## src/rtl/psi_period_meter.sv

```systemverilog
// PSI period meter: synchronizes PSI, times rise-to-rise intervals in clk_50M
// cycles, averages 2^AVG_LOG intervals and flags in-range / stalled input.
module psi_period_meter #(
  parameter int unsigned W       = 16,
  parameter int unsigned AVG_LOG = 2,
  parameter int unsigned TOL     = 2
) (
  input  logic         clk_50M,
  input  logic         rst,
  input  logic         en,
  input  logic         PSI,
  input  logic [7:0]   setPeriod,
  output logic [W-1:0] period,
  output logic         period_valid,
  output logic         in_range,
  output logic         stopped
);

  localparam int unsigned AW = W + AVG_LOG;
  localparam int unsigned NW = AVG_LOG + 1;
  localparam logic [W-1:0]  CNT_MAX = '1;
  localparam logic [NW-1:0] NS_LAST = NW'((32'd1 << AVG_LOG) - 32'd1);

  typedef enum logic {
    IDLE = 1'b0,
    MEAS = 1'b1
  } state_e;

  state_e        state_q, state_d;
  logic          s1_q, s2_q, s3_q;
  logic [W-1:0]  cnt_q, cnt_d;
  logic [AW-1:0] acc_q, acc_d;
  logic [NW-1:0] nsamp_q, nsamp_d;
  logic [W-1:0]  period_q, period_d;
  logic          valid_q, valid_d;
  logic          in_range_q, in_range_d;
  logic          stopped_q, stopped_d;

  logic          rise_c;
  logic [AW-1:0] sum_c;
  logic [W-1:0]  avg_c;
  logic [W-1:0]  set_ext_c;
  logic [W-1:0]  diff_c;

  assign rise_c    = s2_q & ~s3_q;
  assign sum_c     = acc_q + AW'(cnt_q);
  assign avg_c     = W'(sum_c >> AVG_LOG);
  assign set_ext_c = W'(setPeriod);
  assign diff_c    = (avg_c >= set_ext_c) ? (avg_c - set_ext_c) : (set_ext_c - avg_c);

  // Three-flop synchronizer for the asynchronous PSI input.
  always_ff @(posedge clk_50M or negedge rst) begin
    if (!rst) begin
      s1_q <= 1'b0;
      s2_q <= 1'b0;
      s3_q <= 1'b0;
    end else begin
      s1_q <= PSI;
      s2_q <= s1_q;
      s3_q <= s2_q;
    end
  end

  // State, counters and registered outputs.
  always_ff @(posedge clk_50M or negedge rst) begin
    if (!rst) begin
      state_q    <= IDLE;
      cnt_q      <= '0;
      acc_q      <= '0;
      nsamp_q    <= '0;
      period_q   <= '0;
      valid_q    <= 1'b0;
      in_range_q <= 1'b0;
      stopped_q  <= 1'b0;
    end else begin
      state_q    <= state_d;
      cnt_q      <= cnt_d;
      acc_q      <= acc_d;
      nsamp_q    <= nsamp_d;
      period_q   <= period_d;
      valid_q    <= valid_d;
      in_range_q <= in_range_d;
      stopped_q  <= stopped_d;
    end
  end

  // Next-state: first edge arms the meter, each later rise closes an interval,
  // a saturated counter without a rise reports a stall and disarms.
  always_comb begin
    state_d    = state_q;
    cnt_d      = cnt_q;
    acc_d      = acc_q;
    nsamp_d    = nsamp_q;
    period_d   = period_q;
    valid_d    = 1'b0;
    in_range_d = in_range_q;
    stopped_d  = stopped_q;

    if (!en) begin
      state_d = IDLE;
      cnt_d   = '0;
      acc_d   = '0;
      nsamp_d = '0;
    end else begin
      case (state_q)
        IDLE: begin
          cnt_d   = '0;
          acc_d   = '0;
          nsamp_d = '0;
          if (rise_c) begin
            state_d = MEAS;
            cnt_d   = W'(1);
          end
        end
        MEAS: begin
          if (rise_c) begin
            cnt_d = W'(1);
            if (nsamp_q == NS_LAST) begin
              period_d   = avg_c;
              valid_d    = 1'b1;
              in_range_d = (diff_c <= W'(TOL));
              stopped_d  = 1'b0;
              acc_d      = '0;
              nsamp_d    = '0;
            end else begin
              acc_d   = sum_c;
              nsamp_d = nsamp_q + NW'(1);
            end
          end else if (cnt_q == CNT_MAX) begin
            period_d   = '1;
            stopped_d  = 1'b1;
            in_range_d = 1'b0;
            valid_d    = 1'b1;
            cnt_d      = '0;
            acc_d      = '0;
            nsamp_d    = '0;
            state_d    = IDLE;
          end else begin
            cnt_d = cnt_q + W'(1);
          end
        end
        default: state_d = IDLE;
      endcase
    end
  end

  assign period       = period_q;
  assign period_valid = valid_q;
  assign in_range     = in_range_q;
  assign stopped      = stopped_q;

endmodule

```

## config.mk

```make
export PLATFORM = sky130hd
export DESIGN_NAME = psi_period_meter
export DESIGN_NICKNAME = d
export VERILOG_FILES = /design/src/rtl/psi_period_meter.sv
export SDC_FILE = /design/constraint.sdc
export NUM_CORES = 1
export LEC_CHECK = 0
export ABC_AREA = 1
export ABC_CLOCK_PERIOD_IN_PS = 4000
export CAP_MARGIN = 20
export CELL_PAD_IN_SITES_DETAIL_PLACEMENT = 0
export CELL_PAD_IN_SITES_GLOBAL_PLACEMENT = 1
export CORE_UTILIZATION = 42
export DETAILED_ROUTE_END_ITERATION = 10
export PLACE_DENSITY = 0.75
export SLEW_MARGIN = 5
export SYNTH_ARGS = -nofsm -noshare
export SYNTH_HDL_FRONTEND = slang
export SYNTH_SLANG_ARGS = --single-unit
```

## constraint.sdc

```tcl
create_clock -name clk_50M -period 4 [get_ports clk_50M]
set_input_delay 0.6 -clock clk_50M [delete_from_list [all_inputs] [get_ports clk_50M]]
set_output_delay 0.6 -clock clk_50M [all_outputs]
set_load 0.02 [all_outputs]
```

==> flow_metrics.env, run 1 <==
export IMPL_status="complete, no violations"
export IMPL_startpoint="cnt_q[0]"
export IMPL_dp_cells=861
export IMPL_slew_limit_headroom_pct=51.70
export IMPL_dpl_cell_area_um2=5305
export IMPL_endpoint_kind="flop"
export IMPL_clock_power_share_pct=42.9
export IMPL_hold_violations=0
export IMPL_syn_avg_cell_area_um2=6.955
export IMPL_synth_warnings=0
export IMPL_grt_ovfl_total=0
export IMPL_pwr_share_seq_pct=38.1
export IMPL_p_leak_nw=3.028
export IMPL_dr_pass1_iters=6
export IMPL_design_area_um2=5928
export IMPL_nFillCells=1113
export IMPL_yosys_cell_types_count=43
export IMPL_worstSetupStartpointType="flop"
export IMPL_power_mw=1.812
export IMPL_peakVddDrop_v=0.0002773
export IMPL_crit_fanout=6
export IMPL_grt_start_max_net_pins=36
export IMPL_netlist_area_leader_share_pct=31.15
export IMPL_fin_crit_sh_pct=94.20
export IMPL_grt_pass1_vias=4216
export IMPL_finalCriticalPeriod_ns=3.768
export IMPL_tns_ns=0
export IMPL_first_iter_violations=274
export IMPL_cp_arrival_ns=4.04
export IMPL_crit_end="in_range"
export IMPL_regArea_um2=1501
export IMPL_ys_ff_latch=60
export IMPL_whs_ns=0.2805
export IMPL_fp_dieW_um=109.1
export IMPL_diodes=0
export IMPL_setup_viol=0
export IMPL_final_cells=889
export IMPL_r2r_end="in_range"
export IMPL_wirelength_mm=13.68
export IMPL_drc=0
export IMPL_synth_fp_nets=742
export IMPL_worst_pin_slew_ns=0.7228
export IMPL_hpwl_mm=10.54
export IMPL_vias_per_cell=5.110
export IMPL_drive_gt1_share_pct=15.62
export IMPL_switching_share_pct=27.57
export IMPL_powerDensity_nw_per_um2=305.6
export IMPL_coreArea_um2=11030
export IMPL_cap_violations=0
export IMPL_internal_power_mw=1.312
export IMPL_fmax_mhz=265.4
export IMPL_synth_area_top_cells="dfrtp_1 31%, nand2_1 14%, ha_1 8.8%"
export IMPL_slew_viol_final=0
export IMPL_clock_latency_ns=0.34
export IMPL_ys_seq_area_share_pct=31.15
export IMPL_syn_to_final_growth_pct=23.00
export IMPL_cts_buffers=9
export IMPL_hp_class="in -> async"
export IMPL_critical_path_required_ns=4.28
export IMPL_grt_total_usage_pct=24.61
export IMPL_crit_type="reg -> reg"
export IMPL_die_area_um2=11910
export IMPL_rows=38
export IMPL_synth_cells=693
export IMPL_multiInputGateArea_um2=3040
export IMPL_layout_nets=794
export IMPL_finalClockSkew_ns=0.008995
export IMPL_synth_area_um2=4820
export IMPL_regToRegSetupSlack_ns=0.23
export IMPL_globalplace_congestion=0.8558
export IMPL_routedWlPerCell_um=15.39
export IMPL_vias=4543
export IMPL_synth_area_leader_cell="dfrtp_1"
export IMPL_cts_tree="yes"
export IMPL_port_buffers=30
export IMPL_die_y_um=109.1
export IMPL_antenna_found_initial=0
export IMPL_postRouteAntennaNets=0
export IMPL_power_net_switching_uw=499.4
export IMPL_grt_pass1_wl_mm=21.80
export IMPL_boundaryPins=31
export IMPL_cts_path_max_buffers=2
export IMPL_reg2regPathDepth=24
export IMPL_cts_reportedPaths_clkPinSlew_ns=0.05
export IMPL_r2r_start="cnt_q[0]"
export IMPL_root_buffer="clkbuf_16"
export IMPL_clock_sinks=60
export IMPL_cts_htree_levels=3
export IMPL_initial_core_util_pct=43.69
export IMPL_p_comb_share_pct=19.0
## registers in the layout, indices dropped and copies added, names as in the netlist, 3 cells and up
register  cells
nsamp_q       3
cnt_q        16
acc_q        18
period       16
## power groups by stage
stage | sequential (mW) | combinational, mW | clock [mW]
after floorplan | 0.759 | 0.116 | 0
after global placement | 0.697 | 0.336 | 0
after detailed placement | 0.700 | 0.339 | 0
after CTS | 0.690 | 0.340 | 0.794
after global routing | 0.696 | 0.379 | 0.818
final | 0.690 | 0.344 | 0.777
## per-layer routing
layer | global-route usage (%) | part of all wire [%] | vias up
met5 | 0 | 0 | -
met4 | 7.529 | 1.0 | 0
met3 | 3.766 | 4.2 | 12
met2 | 38.90 | 45 | 91
met1 | 34.40 | 50 | 2120
li1 | - | - | 2320
## per-stage QoR
step	util, %	setup slack, ns
floorplan	-	0.5895
global placement	48.09	0.1108
detailed placement	48.09	0.02074
CTS	50.87	0.02717
global route	53.74	-0.01100
finish	53.74	0.2321
## logic make-up after synthesis
kind of cell	synth area share (%)
buf+inv	10.51
compound gates	10.05
fa+ha+maj	10.07
xor+xnor	4.725
flops	31.15
simple gates	33.07
mux	0.4154
## repair_timing
| action | CTS | global route |
|---|---|---|
| setup buffers | 0 | 13 |
| hold endpoints to repair | 0 | 0 |
| endpoints found under the setup margin | 1 | 1 |
| hold buffers | 0 | 0 |
| pin swaps | 0 | 18 |
| gates resized for setup | 2 | 47 |
## synthesized netlist by cell type
master,n
a32o_1,1
nand3_1,63
inv_1,107
inv_2,13
xnor2_1,7
nor2_1,66
a21o_1,1
a21oi_2,6
nor2_8,1
ha_1,34
nor2_2,4
mux2i_1,2
nand2_1,178
nand3_2,5
o21a_1,1
o21ai_1,2
a21oi_1,26
nor3_1,8
o22ai_1,14
a31oi_1,1
nor4_1,1
o211ai_1,1
o2bb2ai_1,1
a21boi_0,2
clkbuf_1,6
xor2_1,19
clkinv_1,1
buf_1,1
o2111ai_1,1
nand2_4,4
a211oi_1,2
nor3_2,2
o21ai_0,22
fa_1,3
buf_6,1
nor2_4,2
buf_2,3
nand4_1,6
nand3b_1,3
dfrtp_1,60
nor3b_1,4
nand2_2,7
o31ai_1,1
## worst min-delay path by stage
stage	end	slack [ns]	depth (start not counted)
after CTS	acc_q[13]	0.30	1
final	cnt_q[15]	0.28	1
after detailed placement	s2_q	0.34	0
after global placement	s2_q	0.33	0
after floorplan	acc_q[0]	0.30	0
after global routing	cnt_q[15]	0.32	1
## critical path, cell delays in order (launching register included)
cell	delay [ns]
dfrtp_1	0.40
ha_4	0.15
inv_1	0.05
fa_2	0.44
xnor2_4	0.16
inv_2	0.08
ha_2	0.18
inv_1	0.06
fa_2	0.39
nand2_1	0.09
nand2_2	0.07
a21oi_4	0.18
nor2_2	0.06
nor2_2	0.15
nand3_2	0.14
nor2_4	0.20
nand2_4	0.09
nor2_8	0.18
buf_6	0.16
nand2_1	0.06
nand2_1	0.07
nand3_1	0.11
nor2_1	0.12
nand2_1	0.06
nand2_1	0.05
## layout make-up
| type | instances | area share (%) |
|---|---|---|
| clock buffer | 11 | 4.095 |
| clock inverter | 4 | 0.8442 |
| inverter | 121 | 7.661 |
| multi-input combinational | 501 | 51.29 |
| sequential | 60 | 25.33 |
| tap | 140 | 2.955 |
| timing repair buffer | 52 | 7.830 |
## layout by cell type (no fill, tap or decap), types with 5 or more instances in the layout
cell,count
nand2_1,169
a21oi_1,26
xnor2_1,6
inv_1,105
ha_1,23
nand4_1,6
buf_4,21
nor2_1,62
xor2_1,14
nor3_1,8
dfrtp_1,60
nand2_2,15
ha_4,6
nand3_1,61
a21oi_2,5
ha_2,5
nand3_2,6
clkbuf_16,9
o21ai_0,22
clkdlybuf4s50_1,29
nand2_4,5
o22ai_1,14
inv_2,15
nor2_2,8
(Power assumes the default switching activity.)
==> inputs of run 2 (changes only) <==
CAP_MARGIN = not set   (was 20)
==> results of run 2 <==
Same layout as run 1: the final DEF is identical, and so are final timing and power.
